$ cat config.mk
export PLATFORM = sky130hd
export DESIGN_NAME = sr_cmd_gen
export DESIGN_NICKNAME = d
export VERILOG_FILES = /design/src/rtl/sr_cmd_pkg.sv /design/src/rtl/sr_debounce.sv /design/src/rtl/sr_cmd_gen.sv
export SDC_FILE = /design/constraint.sdc
export NUM_CORES = 1
export LEC_CHECK = 0
export CAP_MARGIN = 20
export CORE_MARGIN = 8
export CORE_UTILIZATION = 45
export DETAILED_ROUTE_END_ITERATION = 7
export SLEW_MARGIN = 0
export SYNTH_ARGS = -nofsm -noshare
export SYNTH_HDL_FRONTEND = slang
export SYNTH_SLANG_ARGS = --single-unit
$ cat constraint.sdc
create_clock -name clk -period 2.3 [get_ports clk]
set_input_delay 0.46 -clock clk [delete_from_list [all_inputs] [get_ports clk]]
set_output_delay 0.46 -clock clk [all_outputs]
set_load 0.01 [all_outputs]
$ cat src/rtl/sr_cmd_pkg.sv
// ============================================================================
// Module   : sr_cmd_pkg
// Purpose  : Shared FSM state type and counter-width helpers for sr_cmd_gen.
// Revision : 1.0
// ============================================================================
`default_nettype none

package sr_cmd_pkg;

    typedef enum logic [1:0] {
        IDLE  = 2'd0,
        ISSUE = 2'd1,
        GAP   = 2'd2
    } state_t;

    // Width of a counter able to hold 0..n, never narrower than one bit.
    function automatic int cnt_w(input int n);
        int w;
        w = $clog2(n + 1);
        return (w < 1) ? 1 : w;
    endfunction

    localparam int DB_CYCLES_DEF  = 4;
    localparam int GAP_CYCLES_DEF = 2;
    localparam int DB_CNT_W       = cnt_w(DB_CYCLES_DEF);
    localparam int GAP_CNT_W      = cnt_w(GAP_CYCLES_DEF);

endpackage

`default_nettype wire

$ cat src/rtl/sr_debounce.sv
// ============================================================================
// Module   : sr_debounce
// Purpose  : Optional 2-flop synchroniser (SR_CMD_GEN_SYNC_EN), debouncer and
//            one-cycle rising-edge strobe of the accepted level.
// Revision : 1.0
// ============================================================================
`default_nettype none

module sr_debounce
    import sr_cmd_pkg::*;
#(
    parameter int DB_CYCLES = DB_CYCLES_DEF
) (
    input  logic clk,
    input  logic rst_n,
    input  logic raw,
    output logic rise
);

    localparam int            CW       = cnt_w(DB_CYCLES);
    localparam logic [CW-1:0] CNT_LAST = CW'(DB_CYCLES - 1);

    logic          sample;
    logic          db;
    logic [CW-1:0] cnt;

`ifdef SR_CMD_GEN_SYNC_EN
    logic [1:0] sync;

    always_ff @(posedge clk or negedge rst_n) begin
        if (!rst_n) begin
            sync <= 2'b00;
        end else begin
            sync <= {sync[0], raw};
        end
    end

    assign sample = sync[1];
`else
    assign sample = raw;
`endif

    // A sample matching db restarts the count, so short glitches never land.
    always_ff @(posedge clk or negedge rst_n) begin
        if (!rst_n) begin
            db   <= 1'b0;
            cnt  <= '0;
            rise <= 1'b0;
        end else begin
            rise <= 1'b0;
            if (sample == db) begin
                cnt <= '0;
            end else if (cnt == CNT_LAST) begin
                db   <= sample;
                cnt  <= '0;
                rise <= sample;
            end else begin
                cnt <= cnt + 1'b1;
            end
        end
    end

endmodule

`default_nettype wire

$ cat src/rtl/sr_cmd_gen.sv
// ============================================================================
// Module   : sr_cmd_gen
// Purpose  : Debounced set/reset request front-end producing mutually
//            exclusive, gap-spaced s/r pulses. Macro: SR_CMD_GEN_SYNC_EN.
// Revision : 1.0
// ============================================================================
`default_nettype none

module sr_cmd_gen
    import sr_cmd_pkg::*;
#(
    parameter int DB_CYCLES  = DB_CYCLES_DEF,
    parameter int GAP_CYCLES = GAP_CYCLES_DEF,
    parameter int RESET_PRIO = 1
) (
    input  logic clk,
    input  logic rst_n,
    input  logic set_in,
    input  logic reset_in,
    output logic s,
    output logic r,
    output logic busy,
    output logic conflict
);

    localparam int            GW       = cnt_w(GAP_CYCLES);
    localparam logic [GW-1:0] GAP_LAST = (GAP_CYCLES > 0) ? GW'(GAP_CYCLES - 1) : '0;
    localparam bit            NO_GAP   = (GAP_CYCLES == 0);

    logic rise_s, rise_r;

    sr_debounce #(.DB_CYCLES(DB_CYCLES)) u_db_set (
        .clk   (clk),
        .rst_n (rst_n),
        .raw   (set_in),
        .rise  (rise_s)
    );

    sr_debounce #(.DB_CYCLES(DB_CYCLES)) u_db_reset (
        .clk   (clk),
        .rst_n (rst_n),
        .raw   (reset_in),
        .rise  (rise_r)
    );

    state_t        state, next_state;
    logic [GW-1:0] gap_cnt, next_gap;
    logic          pend_s, pend_r, tie, older_r;
    logic          pend_s_n, pend_r_n, tie_n, older_r_n;
    logic          s_n, r_n, conf_n, busy_n;
    logic          clr_s, clr_r, ready;
    logic          keep_s, keep_r, new_s, new_r;

    always_ff @(posedge clk or negedge rst_n) begin
        if (!rst_n) begin
            state    <= IDLE;
            gap_cnt  <= '0;
            pend_s   <= 1'b0;
            pend_r   <= 1'b0;
            tie      <= 1'b0;
            older_r  <= 1'b0;
            s        <= 1'b0;
            r        <= 1'b0;
            busy     <= 1'b0;
            conflict <= 1'b0;
        end else begin
            state    <= next_state;
            gap_cnt  <= next_gap;
            pend_s   <= pend_s_n;
            pend_r   <= pend_r_n;
            tie      <= tie_n;
            older_r  <= older_r_n;
            s        <= s_n;
            r        <= r_n;
            busy     <= busy_n;
            conflict <= conf_n;
        end
    end

    // A new request may issue on the first edge at which the gap has expired.
    assign ready = (state == IDLE)
                || (state == ISSUE && NO_GAP)
                || (state == GAP && gap_cnt == GAP_LAST);

    always_comb begin
        next_state = state;
        next_gap   = gap_cnt;
        s_n        = 1'b0;
        r_n        = 1'b0;
        conf_n     = 1'b0;
        clr_s      = 1'b0;
        clr_r      = 1'b0;

        case (state)
            IDLE: ;
            ISSUE: begin
                if (NO_GAP) begin
                    next_state = IDLE;
                end else begin
                    next_state = GAP;
                    next_gap   = '0;
                end
            end
            GAP: begin
                if (gap_cnt == GAP_LAST) next_state = IDLE;
                else                     next_gap   = gap_cnt + 1'b1;
            end
            default: next_state = IDLE;
        endcase

        if (ready) begin
            if (pend_s && pend_r) begin
                if (tie) begin
                    conf_n = 1'b1;
                    clr_s  = 1'b1;
                    clr_r  = 1'b1;
                    if (RESET_PRIO != 0) r_n = 1'b1;
                    else                 s_n = 1'b1;
                end else if (older_r) begin
                    r_n   = 1'b1;
                    clr_r = 1'b1;
                end else begin
                    s_n   = 1'b1;
                    clr_s = 1'b1;
                end
            end else if (pend_s) begin
                s_n   = 1'b1;
                clr_s = 1'b1;
            end else if (pend_r) begin
                r_n   = 1'b1;
                clr_r = 1'b1;
            end
            if (s_n || r_n) next_state = ISSUE;
        end

        busy_n = (next_state != IDLE);
    end

    // Pending flags with arrival-order tracking; only same-edge arrivals tie.
    always_comb begin
        keep_s    = pend_s & ~clr_s;
        keep_r    = pend_r & ~clr_r;
        new_s     = rise_s & ~keep_s;
        new_r     = rise_r & ~keep_r;
        pend_s_n  = keep_s | rise_s;
        pend_r_n  = keep_r | rise_r;
        tie_n     = tie;
        older_r_n = older_r;
        if (new_s && new_r) begin
            tie_n = 1'b1;
        end else if (new_s) begin
            tie_n     = 1'b0;
            older_r_n = keep_r;
        end else if (new_r) begin
            tie_n     = 1'b0;
            older_r_n = ~keep_s;
        end
    end

endmodule

`default_nettype wire
== After elaboration in Yosys (flattened, before gate mapping) ==
Cells that the tools add are included.
W data, S select, Z words.
Cells by class
  reductions and logical operators: 14
  $add $sub $neg: 3
  bitwise gates (word level): 13
  eq/ne operators: 8
  mux-type cells: 39
Operator list (number)
  $mux W1: 29
  $mux W3: 4
  $mux W2: 4
  $reduce_and A2 Y1: 4
  $not A1 Y1: 7
  $add A3 B1 Y3 const B: 2
  $eq A3 B2 Y1 const B: 2
  $pmux W2 S3: 1
  $reduce_bool A2 Y1: 3
  $and A1 B1 Y1: 4
  $eq A2 B1 Y1 const B: 2
  $pmux W2 S2: 1
  $logic_and A1 B1 Y1: 3
  $reduce_bool A3 Y1: 1
  $add A2 B1 Y2 const B: 1
  $eq A1 B1 Y1: 2
  $eq A2 B2 Y1 const B: 1
  $logic_not A2 Y1: 1
  $logic_or A1 B1 Y1: 2
  $ne A2 B2 Y1 const B: 1
  $or A1 B1 Y1: 2
Word-level totals
  input port bits: 4
  register bits: 22
  logic and storage cells: 93

== Longest topological paths before layout ==
  word-level depth: 11
  mapped depth: 9
  depth with buffers taken out: 9

== Cells and area by module ==
Synthesis repeated with hierarchy kept, for this count alone.
Unflattened totals
  cells, all modules: 78
  area, all modules: 993.5 um^2
By module, submodules not included
  sr_cmd_gen: area each 580.6 um^2, seq. area each 300.3 um^2, times used 1, cells an instance 52
  sr_debounce: area each 206.4 um^2, seq. area each 125.1 um^2, times used 2, cells an instance 13

== Worst setup path after synthesis ==
No wires, ideal clock.
  path type: flip-flop to flip-flop
  from: register gap_cnt[1]
  to: register older_r
  path buffers: 0
  cell stages (with the launch flop): 10
  library setup time: 0.087 ns
  data arrival time: 1.743 ns
  setup slack: 0.470 ns
  data required time: 2.213 ns
  cells stage by stage: dfrtp_1 -> inv_1 -> ha_1 -> nor2b_4 -> o31ai_1 -> nand2_1 -> ha_1 -> nand2_1 -> a21oi_1 -> a211oi_2
On the way
  cells in the longest elaborated chain, start to end: 11
Ends and longest elaborated chain
  start: declaration: RTL line sr_cmd_gen.sv:47  | logic [GW-1:0] gap_cnt, next_gap;
  start signal: assignment: RTL line sr_cmd_gen.sv:68  | gap_cnt <= next_gap;
  $eq A2 B1 Y1 (*): RTL line sr_cmd_gen.sv:83  | || (state == GAP && gap_cnt == GAP_LAST);
  $logic_and A1 B1 Y1 (*): RTL line sr_cmd_gen.sv:83
  $logic_or A1 B1 Y1 (*): RTL line sr_cmd_gen.sv:83
  $mux W1: RTL line sr_cmd_gen.sv:111  | if (ready) begin
  $not A1 Y1, on equally long branches: RTL line sr_cmd_gen.sv:141, sr_cmd_gen.sv:142
  $and A1 B1 Y1, on equally long branches: RTL line sr_cmd_gen.sv:141, sr_cmd_gen.sv:142
  $not A1 Y1, on equally long branches: RTL line sr_cmd_gen.sv:143, sr_cmd_gen.sv:156, sr_cmd_gen.sv:144
  $and A1 B1 Y1, on equally long branches: RTL line sr_cmd_gen.sv:143, sr_cmd_gen.sv:144
  $logic_and A1 B1 Y1: RTL line sr_cmd_gen.sv:149  | if (new_s && new_r) begin
  $not A1 Y1 (no line)
  $reduce_and A2 Y1 (no line)
  end signal: assignment: RTL line sr_cmd_gen.sv:72  | older_r <= older_r_n;
  end: declaration: RTL line sr_cmd_gen.sv:48  | logic pend_s, pend_r, tie, older_r;
Mark *: on every way between the ends. The rest lies on a longest branch, timed or not. The select of a mux whose other input is x is not followed.
A chain may end at the register's enable or synchronous reset.

== Worst setup path in the final report ==
Ends and elaborated chain as after synthesis.

==> impl_summary.md <==
Logic synthesis
Yosys instantiated no cell more often than sky130_fd_sc_hd__dfrtp_1. After synthesis, the share of flip-flops with an asynchronous set or reset is 1.00. The library cell with the largest summed area after synthesis is sky130_fd_sc_hd__dfrtp_1.

A synthesized cell averages around 12 um^2. The share of the synthesized area in the top cell type is 0.558. For this run, the leading register cell type out of synthesis is sky130_fd_sc_hd__dfrtp_1. After synthesis, the most frequently instantiated cells are 22 x sky130_fd_sc_hd__dfrtp_1, 6 x sky130_fd_sc_hd__nor3b_1, 5 x sky130_fd_sc_hd__ha_1, 5 x sky130_fd_sc_hd__nand2_1.

By area the synthesized netlist is led by sky130_fd_sc_hd__dfrtp_1 56%, sky130_fd_sc_hd__ha_1 6.3%, sky130_fd_sc_hd__mux2_2 4.6%. After technology mapping, the gate count stands at 80. The post-synth net total is between 80 and 90. Yosys mapped a number of flops with a built-in enable equal to 0. The share of the Yosys chip area taken by registers is 0.558. The total standard cell area after synthesis is between 900 and 1000 um^2. In this run, synthesis produced a sequential element count of 22. The number of different library cells in the post-synthesis netlist is 28. The Yosys step of the flow raised 0 warnings.

GRT
Global routing finished with a remaining overflow of 0. The total track usage is 0.0829. The number of antenna violations at the first check in global routing was 0.

The via count of the first global-routing pass is approximately 700. Entering global routing, the biggest net connects 23 pins. The first global-routing pass estimated approximately 2.7 mm of wire.

Setup path
The largest stage delay on the critical path is roughly 400 ps. The instance count on the critical path is 9. Among cell families on the critical path, the largest total delay comes from compound AO/OA/AOI/OAI gates. For this design, the slowest cell found on the critical path is sky130_fd_sc_hd__dfrtp_1.

The worst register-to-register path has a depth of 9. The critical path goes through inv_1 -> ha_1 -> nor2b_4 -> o31ai_1 -> nand2_1 -> ha_1 -> nand2_1 -> a21oi_1 -> a211oi_2. Of all nets on the critical path, the largest fanout is 7.

The worst setup path is captured at a flop. The data arrival time of the critical path is between 2000 and 2500 ps. The startpoint type of the worst setup path is a flop. The required time reported for the critical path endpoint is about 2500 ps. The buffer and inverter count on the worst path is 1. The type of the setup path with the least slack is reg2reg.

STA
Based on the critical path, the design can be clocked at up to about 490 MHz. The number of pins with negative max-slew slack in the final report was 0. Dividing the final minimum period by the clock period gives 0.884.

At the pin with the least slew margin, the transition time is about 400 ps. The hold violation count in the final report came to 0. Setup repair after global routing left no endpoint under its margin. For the final database, setup skew stands at between 6 and 7 ps.

After layout, the worst setup slack is around 270 ps. The worst path in the final design needs a cycle of 2030 ps, including I/O delays and setup. The post-route setup TNS is 0 ps.

In this run the tightest slew margin relative to its limit is 0.735. The count of endpoints failing setup in the final report is 0.

CTS
The clock net in this run drives a total of 22 sinks. Clock-pin slew was measured on the worst setup and hold paths at between 100 and 150 ps. The clock passes through at most 2 buffers. Buffers inserted to repair hold after CTS numbered 0. The number of buffers created by CTS is 3. The count of cells resized by post-cts repair is 0. In this run the number of H-tree levels came out at 1. The tree is rooted in a sky130_fd_sc_hd__clkbuf_4. The CTS tree is built.

The clock latency on the worst-skew pair is approximately 310 ps. The number of setup buffers added after CTS is 0.

Detailed routing
The number of detailed-route iterations in the first pass is 4. The antenna violation net count after detailed routing is 0. The vias per cell is 5.16. In the routed design, unresolved DRC markers number 0. The iteration-0 DRC count of the detailed router is 19. The detailed-route wire length per cell is about 12 um. The total number of vias is 614.

The final wirelength is about 1.4 mm.

Cells and area
The finished cells cover about 1100 um^2. The final antenna diode count is 0. The count of filler cells inserted in the layout is 200. The number of nets in the finished design is roughly 100. In the final layout, the share of cells above drive strength 1 is 0.143. The number of cells in the finished layout apart from fillers is roughly 120. Relative to the synthesized area, the layout overhead comes to 14.3%.

Die
The I/O pin total is 8. The die covers slightly below 4000 um^2. The initial utilization of the core area, before any placement, comes to 0.459. The overall die height is roughly 63 um. The floorplan die width is approximately 63 um. The core region is roughly 2100 um^2. Row generation in the floorplan step produced 17 rows.

Placed design
The total half-perimeter wirelength after legalization and detailed placement is ~1.0 mm. The number of placed cells counting well taps is around 120. The area after detailed placement is 1090 um^2.

The routability congestion estimate is roughly 0.78. The count of buffers inserted at the top-level ports is 7. Before CTS, the worst setup slack after placement is between 200 and 300 ps.

Power
The maximum ir drop on the vdd rail is 573 uV. The analysis attributes to cell leakage a power of roughly 0.55 nW. The power per cell area is 953 nW/um^2.

Worst hold path
The path class of the lowest-slack min-delay path is reg2reg. The number of cells on the worst hold path is 1.

Run status
The flow ran to the end, and the final reports show no timing, DRC or antenna violations.

Job
The tool flagged a number of max-cap violations equal to 0.
## per-stage QoR
stage                     utilization  total power [mW]  hold WS (ps)
after floorplan                     -             0.791           164
after CTS                       0.525              1.09           462
after global placement          0.508             0.866           434
after global routing            0.525              1.16           469
after detailed placement        0.508             0.879           438
final                           0.525              1.07           455
## path summary, 6_finish.rpt
check,startpoint,end,slack (ps)
max in group asynchronous,rst_n,u_db_reset.cnt[0],1590
min in group asynchronous,rst_n,state[0],480
hold / removal,u_db_set.cnt[0],u_db_set.cnt[0],450
setup reg to reg,gap_cnt[1],older_r,270
hold reg to reg,u_db_set.cnt[0],u_db_set.cnt[0],450
setup / recovery,gap_cnt[1],older_r,270
## worst reg2reg max path: stages, from the launching register on
cell                       delay (ps)
sky130_fd_sc_hd__dfrtp_1          390
sky130_fd_sc_hd__inv_1             70
sky130_fd_sc_hd__ha_1             250
sky130_fd_sc_hd__nor2b_4           90
sky130_fd_sc_hd__o31ai_1          370
sky130_fd_sc_hd__nand2_1          110
sky130_fd_sc_hd__ha_1             340
sky130_fd_sc_hd__nand2_1           80
sky130_fd_sc_hd__a21oi_1           50
sky130_fd_sc_hd__a211oi_2         230
## area by class of cell
cell class                 instances  area [um^2]  share of cell area
inverter                           2         7.51             0.00666
tap                               28         35.0              0.0311
sequential                        22          551               0.488
timing repair buffer               8         77.6              0.0688
multi-input combinational         55          420               0.373
clock buffer                       4         36.3              0.0322
## layer usage
layer	GRT usage	wire [um]	vias up
met1	0.0824	624	295
met2	0.145	700	11
met3	0.0287	60	5
li1	-	-	303
met4	0.0513	36	0
met5	0	0	-
## layout by cell type, fill, tap and decap left out, types with 2 or more instances in the layout
master / n
sky130_fd_sc_hd__ha_1: 5
sky130_fd_sc_hd__clkdlybuf4s50_1: 7
sky130_fd_sc_hd__xnor2_1: 2
sky130_fd_sc_hd__clkbuf_4: 3
sky130_fd_sc_hd__nor2_1: 4
sky130_fd_sc_hd__nand2_1: 5
sky130_fd_sc_hd__inv_1: 2
sky130_fd_sc_hd__o31ai_1: 2
sky130_fd_sc_hd__nor3b_1: 6
sky130_fd_sc_hd__o21ai_0: 4
sky130_fd_sc_hd__mux2_2: 4
sky130_fd_sc_hd__nand2b_1: 3
sky130_fd_sc_hd__and2_1: 3
sky130_fd_sc_hd__and3b_1: 3
sky130_fd_sc_hd__dfrtp_1: 22
## kinds of logic (layout without fill, tap and decap cells)
kind of cell               Yosys count  in the layout  synth area share
DFF                                 22             22             0.558
xor gates and xnor gates             2              2            0.0178
adders and majority gates            5              5            0.0635
muxes                                5              5            0.0558
AOI/OAI and AO/OA                   12             12            0.0876
and+or+nand+nor                     31             31             0.202
buffers and inverters                3             14            0.0152
## power by group
group	switching [mW]	internal (mW)
logic	0.137	0.167
registers	0.0744	0.483
clock network	0.116	0.0966
total	0.328	0.747
## flip-flops by register name (all words and copies together) (netlist names)
register / cells
u_db_reset.rise: 1
pend_s: 1
pend_r: 1
u_db_set.cnt: 3
r: 1
gap_cnt: 2
u_db_reset.cnt: 3
u_db_set.db: 1
conflict: 1
u_db_reset.db: 1
u_db_set.rise: 1
busy: 1
older_r: 1
tie: 1
s: 1
state: 2
(Power assumes the default switching activity.)
